[src/rtl/multiplier_scheduler_pkg.sv]
// Shared definitions for the multiplier scheduler and its arbiter.
package multiplier_scheduler_pkg;

   typedef enum logic [1:0] {
      IDLE  = 2'd0,
      START = 2'd1,
      BUSY  = 2'd2,
      DONE  = 2'd3
   } state_t;

   // Width of a binary index selecting one of n requesters (at least 1 bit).
   function automatic int id_bits(input int n);
      return (n <= 2) ? 1 : $clog2(n);
   endfunction

endpackage

[src/rtl/multiplier.sv]
// Serial shift-add unsigned multiplier. One i_start pulse loads the operands;
// BITS cycles later o_finished is high for one cycle with o_product valid.
module multiplier #(
   parameter int BITS = 8
) (
   input  logic              i_clock,
   input  logic              i_reset,
   input  logic              i_start,
   input  logic [BITS-1:0]   i_multiplicand,
   input  logic [BITS-1:0]   i_multiplier,
   output logic [2*BITS-1:0] o_product,
   output logic              o_finished
);

   localparam int CW = $clog2(BITS + 1);

   logic [2*BITS-1:0] acc;
   logic [2*BITS-1:0] addend;
   logic [BITS-1:0]   mplr;
   logic [CW-1:0]     count;
   logic              running;

   // Product including the current step, so the final step is visible in the
   // same cycle o_finished is raised.
   assign o_product  = acc + (mplr[0] ? addend : '0);
   assign o_finished = running && (count == CW'(1));

   // One partial product per cycle; count is a down-counter ending at 1.
   always_ff @(posedge i_clock or posedge i_reset) begin
      if (i_reset) begin
         acc     <= '0;
         addend  <= '0;
         mplr    <= '0;
         count   <= '0;
         running <= 1'b0;
      end else if (i_start) begin
         acc     <= '0;
         addend  <= {{BITS{1'b0}}, i_multiplicand};
         mplr    <= i_multiplier;
         count   <= CW'(BITS);
         running <= 1'b1;
      end else if (running) begin
         acc    <= o_product;
         addend <= addend << 1;
         mplr   <= mplr >> 1;
         count  <= count - CW'(1);
         if (count == CW'(1))
            running <= 1'b0;
      end
   end

endmodule

[src/rtl/round_robin_arbiter.sv]
// Combinational round-robin arbiter: scans requests starting at the pointer
// and returns the first hit as a one-hot grant plus its binary index.
module round_robin_arbiter
   import multiplier_scheduler_pkg::*;
#(
   parameter int  REQUESTERS = 4,
   localparam int ID_BITS    = id_bits(REQUESTERS)
) (
   input  logic [REQUESTERS-1:0] request,
   input  logic [ID_BITS-1:0]    pointer,
   output logic [REQUESTERS-1:0] grant,
   output logic [ID_BITS-1:0]    index,
   output logic                  any
);

   logic [ID_BITS-1:0] cand;

   // Priority order pointer, pointer+1, ... wrapping through the index width.
   always_comb begin
      grant = '0;
      index = '0;
      any   = 1'b0;
      cand  = '0;
      for (int i = 0; i < REQUESTERS; i++) begin
         cand = pointer + ID_BITS'(i);
         if (!any && request[cand]) begin
            any         = 1'b1;
            index       = cand;
            grant[cand] = 1'b1;
         end
      end
   end

endmodule

[src/rtl/multiplier_scheduler.sv]
// Shares one serial multiplier between REQUESTERS clients with round-robin
// arbitration; results are returned tagged with the owner's index.
//
//   state | meaning
//   IDLE  | waiting for a request; the first IDLE cycle after DONE is a
//         | settle bubble in which no grant is issued
//   START | multiplier started from latched operands, o_grant pulse
//   BUSY  | multiplier running, waiting for o_finished
//   DONE  | o_valid high, product held until i_ready
module multiplier_scheduler
   import multiplier_scheduler_pkg::*;
#(
   parameter int  BITS       = 8,
   parameter int  REQUESTERS = 4,
   localparam int ID_BITS    = id_bits(REQUESTERS)
) (
   input  logic                         i_clock,
   input  logic                         i_reset,
   input  logic [REQUESTERS-1:0]        i_request,
   input  logic [REQUESTERS*BITS-1:0]   i_multiplicand,
   input  logic [REQUESTERS*BITS-1:0]   i_multiplier,
   output logic [REQUESTERS-1:0]        o_grant,
   output logic                         o_busy,
   output logic                         o_valid,
   output logic [ID_BITS-1:0]           o_id,
   output logic [2*BITS-1:0]            o_product,
   input  logic                         i_ready
);

   state_t             state;
   state_t             state_next;
   logic [ID_BITS-1:0] ptr;
   logic [ID_BITS-1:0] id;
   logic               cooldown;
   logic [BITS-1:0]    op_a;
   logic [BITS-1:0]    op_b;
   logic [BITS-1:0]    sel_a;
   logic [BITS-1:0]    sel_b;
   logic [2*BITS-1:0]  product;

   logic [REQUESTERS-1:0] arb_grant;
   logic [ID_BITS-1:0]    arb_index;
   logic                  arb_any;
   logic                  launch;

   logic                  mul_start;
   logic [2*BITS-1:0]     mul_product;
   logic                  mul_finished;

   round_robin_arbiter #(
      .REQUESTERS (REQUESTERS)
   ) u_arbiter (
      .request (i_request),
      .pointer (ptr),
      .grant   (arb_grant),
      .index   (arb_index),
      .any     (arb_any)
   );

   multiplier #(
      .BITS (BITS)
   ) u_multiplier (
      .i_clock        (i_clock),
      .i_reset        (i_reset),
      .i_start        (mul_start),
      .i_multiplicand (op_a),
      .i_multiplier   (op_b),
      .o_product      (mul_product),
      .o_finished     (mul_finished)
   );

   assign launch    = (state == IDLE) && !cooldown && arb_any;
   assign mul_start = (state == START);
   assign o_busy    = (state != IDLE);
   assign o_valid   = (state == DONE);
   assign o_id      = id;
   assign o_product = product;

   // Winner's operands selected by AND-OR of the one-hot grant.
   always_comb begin
      sel_a = '0;
      sel_b = '0;
      for (int k = 0; k < REQUESTERS; k++) begin
         if (arb_grant[k]) begin
            sel_a = sel_a | i_multiplicand[k*BITS +: BITS];
            sel_b = sel_b | i_multiplier[k*BITS +: BITS];
         end
      end
   end

   // State register.
   always_ff @(posedge i_clock or posedge i_reset) begin
      if (i_reset)
         state <= IDLE;
      else
         state <= state_next;
   end

   // Next-state logic.
   always_comb begin
      state_next = state;
      unique case (state)
         IDLE:    if (launch)       state_next = START;
         START:                     state_next = BUSY;
         BUSY:    if (mul_finished) state_next = DONE;
         DONE:    if (i_ready)      state_next = IDLE;
         default:                   state_next = IDLE;
      endcase
   end

   // Grant pulse for the latched owner while the multiplier is started.
   always_comb begin
      o_grant = '0;
      if (state == START)
         o_grant[id] = 1'b1;
   end

   // Winner/pointer/operand capture on launch, product capture on finish.
   always_ff @(posedge i_clock or posedge i_reset) begin
      if (i_reset) begin
         ptr      <= '0;
         id       <= '0;
         cooldown <= 1'b0;
         op_a     <= '0;
         op_b     <= '0;
         product  <= '0;
      end else begin
         cooldown <= (state == DONE) && i_ready;
         if (launch) begin
            id   <= arb_index;
            ptr  <= arb_index + ID_BITS'(1);
            op_a <= sel_a;
            op_b <= sel_b;
         end
         if ((state == BUSY) && mul_finished)
            product <= mul_product;
      end
   end

endmodule

[config.mk]
export PLATFORM = sky130hd
export DESIGN_NAME = multiplier_scheduler
export DESIGN_NICKNAME = d
export VERILOG_FILES = /design/src/rtl/multiplier_scheduler_pkg.sv /design/src/rtl/multiplier.sv /design/src/rtl/round_robin_arbiter.sv /design/src/rtl/multiplier_scheduler.sv
export SDC_FILE = /design/constraint.sdc
export NUM_CORES = 1
export LEC_CHECK = 0
export CAP_MARGIN = 10
export CORE_ASPECT_RATIO = 2
export CORE_MARGIN = 5
export CORE_UTILIZATION = 62
export DETAILED_ROUTE_END_ITERATION = 7
export DONT_BUFFER_PORTS = 1
export HOLD_SLACK_MARGIN = 0.05
export PLACE_DENSITY_LB_ADDON = 0.1
export SETUP_SLACK_MARGIN = 0.5
export SYNTH_ARGS = -nofsm -noshare
export SYNTH_HDL_FRONTEND = slang
export SYNTH_SLANG_ARGS = --single-unit
[constraint.sdc]
create_clock -name i_clock -period 4 [get_ports i_clock]
set_clock_uncertainty 0.2 [all_clocks]
set_input_delay 0.6 -clock i_clock [delete_from_list [all_inputs] [get_ports i_clock]]
set_output_delay 0.6 -clock i_clock [all_outputs]
set_load 0.005 [all_outputs]
==> impl_metrics.csv <==
group,metric,value,unit
sta,fin_crit,3230,ps
global_route,grt_pass1_wl,24300,µm
sta,hold_viol_final,0,
finish,fin_nets,697,
yosys,synth.distinct_cells,62,
flow_run,maxCapViolCount,0,
global_route,track_usage,25.7,%
sta,rsz0062_at_grt,"false",
sta,setup_tns,0,ps
worst_setup_path,worstPathCellList,"inv_1 -> ha_1 -> nor2_1 -> a21oi_1 -> o32a_1 -> o32a_1 -> o221ai_1 -> a221oi_2 -> a21oi_2",
yosys,synthesis.nets,716,
global_route,antenna_found_initial,0,
worst_setup_path,cp_top_family,"compound AO/OA/AOI/OAI gates",
cts,clockRootBuffer,"clkbuf_16",
placed_design,gp_congestion,0.865,
sta,max_freq,0.309,GHz
sta,slew_viol_final,0,
yosys,synth_top_area_share,35.5,%
finish,insertedDiodeCount,0,
placed_design,place_inst,679,
yosys,ys.flop_type,"dfrtp_1",
power,p_per_area,875,mW/mm²
worst_setup_path,end_kind,"flop",
yosys,synth_most_common_cell,"dfrtp_1",
yosys,synthTopCellsByArea,"dfrtp_1, ha_1, mux2i_1, nor2_1, a221oi_1",
yosys,yosysTopAreaCell,"dfrtp_1",
floorplanning,placementRows,50,
floorplanning,initial_utilization,63.1,%
route,vias,4883,
run_status,status,"finished clean",
floorplanning,num_io_pins,95,
worst_setup_path,cp-start-kind,"flop",
yosys,synth_seq_cells,84,
route,dr.first_iter.drc_count,317,
sta,tightest_slew,849,ps
route,routedWlPerCell,21.0,µm
power,switching_share,43.6,%
yosys,synth-edff-count,0,
yosys,synth_commonest_cells,"dfrtp_1, nor2_1, nand2_1",
worst_setup_path,path_buf_inv,1,
floorplanning,die_w,79.1,µm
yosys,seq_area_frac_synth,35.5,%
route,wl,14800,µm
finish,drive_gt1_share,14.3,%
power,p_clk_share,14.3,%
cts,clock_latency,330,ps
yosys,synth-async-reset-ratio,100,%
route,drt_pass1_iterations,5,
route,viasPerCell,6.94,
route,ant_nets,0,
power,seq_power_share,27.2,%
floorplanning,fp.coreArea,0.00938,mm²
cts,numCtsBuffers,9,
sta,min_period_over_period,80.8,%
global_route,grt_max_degree,50,
power,vdd_ir_drop_max,957,µV
finish,final_cells,704,
cts,htreeDepth,3,
global_route,grt_pass1_vias,5149,
worst_setup_path,crit_slowest_cell,"o32a_1",
finish,syn_to_final_growth,7.52,%
floorplanning,fp.dieArea,0.0117,mm²
sta,setup_viol_count_final,0,
cts,cts.sinks,84,
power,p_int,0.00314,W
yosys,syn_area_per_cell,9.64,µm²
power,p_leak,2.89,nW
placed_design,hpwl,10500,µm
power,switchingPower,0.00243,W
power,comb_power_share,58.5,%
worst_setup_path,crit_type,"reg2reg",
cts,tritoncts,"yes",
cts,cts_buffer_depth,2,
yosys,synth_cells,614,
worst_setup_path,cp.arrival,3250,ps
floorplanning,die_y,148,µm
yosys,syn_area,0.00592,mm²
sta,max-slew-margin-rel,43.4,%
worst_hold_path,hp-class,"in2reg",
placed_design,portBuffers,0,
cts,clk_pin_slew,60,ps
worst_setup_path,max_stage_delay,640,ps
worst_setup_path,cpMostUsedCell,"o32a_1",
worst_setup_path,crit_required,4010,ps
yosys,synth_warnings,0,
global_route,globalRouteOverflowTotal,0,
worst_setup_path,worstPathMaxFanout,16,
route,drc,0,
[metrics by stage]
stage	utilization, %	power (W)	instance area [µm²]	worst slack (ps)	hold WS, ps
after floorplan	-	0.00392	5920	1030	251
after global placement	62.8	0.00434	5890	354	262
after detailed placement	62.8	0.00447	5890	160	265
after CTS	66.5	0.00536	6240	506	209
after global routing	67.8	0.00599	6370	564	215
final	67.8	0.00557	6370	768	221
[what timing repair did]
| action | CTS | global route |
|---|---|---|
| pin swaps | 2 | 2 |
| buffers inserted | 2 | 6 |
| resized for setup | 3 | 1 |
| endpoints found under the setup margin | 16 | 16 |
| hold buffers | 1 | 0 |
| endpoints found under the hold margin | 35 | 0 |
[layout by cell type (no fill, tap or decap), types with 7 or more instances in the layout]
| cell type | Yosys | final |
|---|---|---|
| a21o_1 | 10 | 10 |
| a21oi_1 | 28 | 28 |
| a21oi_2 | 10 | 10 |
| a221oi_1 | 22 | 22 |
| a221oi_2 | 10 | 10 |
| a222oi_1 | 16 | 16 |
| a22o_1 | 18 | 18 |
| a22oi_1 | 8 | 8 |
| a22oi_2 | 11 | 11 |
| and2_1 | 20 | 20 |
| buf_12 | 0 | 8 |
| buf_4 | 2 | 7 |
| clkbuf_16 | 0 | 9 |
| dfrtp_1 | 84 | 82 |
| ha_1 | 30 | 29 |
| inv_1 | 18 | 17 |
| mux2_2 | 11 | 11 |
| mux2i_1 | 34 | 34 |
| nand2_1 | 49 | 49 |
| nand2b_1 | 7 | 7 |
| nor2_1 | 52 | 52 |
| o21ai_0 | 28 | 28 |
| o21ai_1 | 9 | 9 |
| o221ai_1 | 16 | 16 |
| xnor2_1 | 11 | 11 |
[path summary, 6_finish.rpt]
kind,from,endpoint,slack [ps],cells past startpoint
worst max-delay path,ptr[0],op_b[3],770,9
worst min-delay path,i_ready,cooldown,220,1
worst max register to register,ptr[0],op_b[3],770,9
worst min register to register,op_b[1],u_multiplier.mplr[1],280,2
max in group asynchronous,i_reset,op_a[5],1960,3
min in group asynchronous,i_reset,state[0],590,2
[power by group through the flow]
stage / logic [W] / clock network [W] / registers [W]
global placement: 0.00283 / 0 / 0.00151
global route: 0.00358 / 0.000852 / 0.00157
floorplan: 0.00249 / 0 / 0.00143
finish: 0.00326 / 0.000798 / 0.00152
detailed placement: 0.00294 / 0 / 0.00153
CTS: 0.00303 / 0.000817 / 0.00152
[registers in the layout (all words and copies together) (netlist names), 4 cells and up]
name and flops:
op_a 8, u_multiplier.mplr 8, u_multiplier.addend 16, o_product 16, op_b 8, u_multiplier.count 4, u_multiplier.acc 16
[routing by layer]
layer  vias to the layer above  part of all wire [%]  track usage [%]
met4                         0                   2.0             11.5
met2                       218                    54             45.7
met5                         -                     0                0
li1                       2280                     -                -
met3                        23                   7.0             6.42
met1                      2362                    37             28.3
[cells by family (layout without fill, tap and decap cells)]
group,after synthesis,after routing,share of synthesized area [%]
AND/OR/NAND/NOR,155,155,12.3
flip-flops,84,84,35.5
XOR/XNOR,16,16,2.37
adder cells (fa/ha/maj),31,31,6.68
AO/OA/AOI/OAI,216,216,29.8
multiplexers,48,48,8.52
buffers and inverters,64,50,4.86
[area by class of cell]
class,instances,area [µm²]
tap,104,130
clock inverter,2,35.0
sequential,84,2100
clock buffer,14,244
fill,748,3020
timing repair buffer,16,223
inverter,18,68.8
multi-input combinational,466,3560
Note: power is estimated with default switching activity, not from simulation.
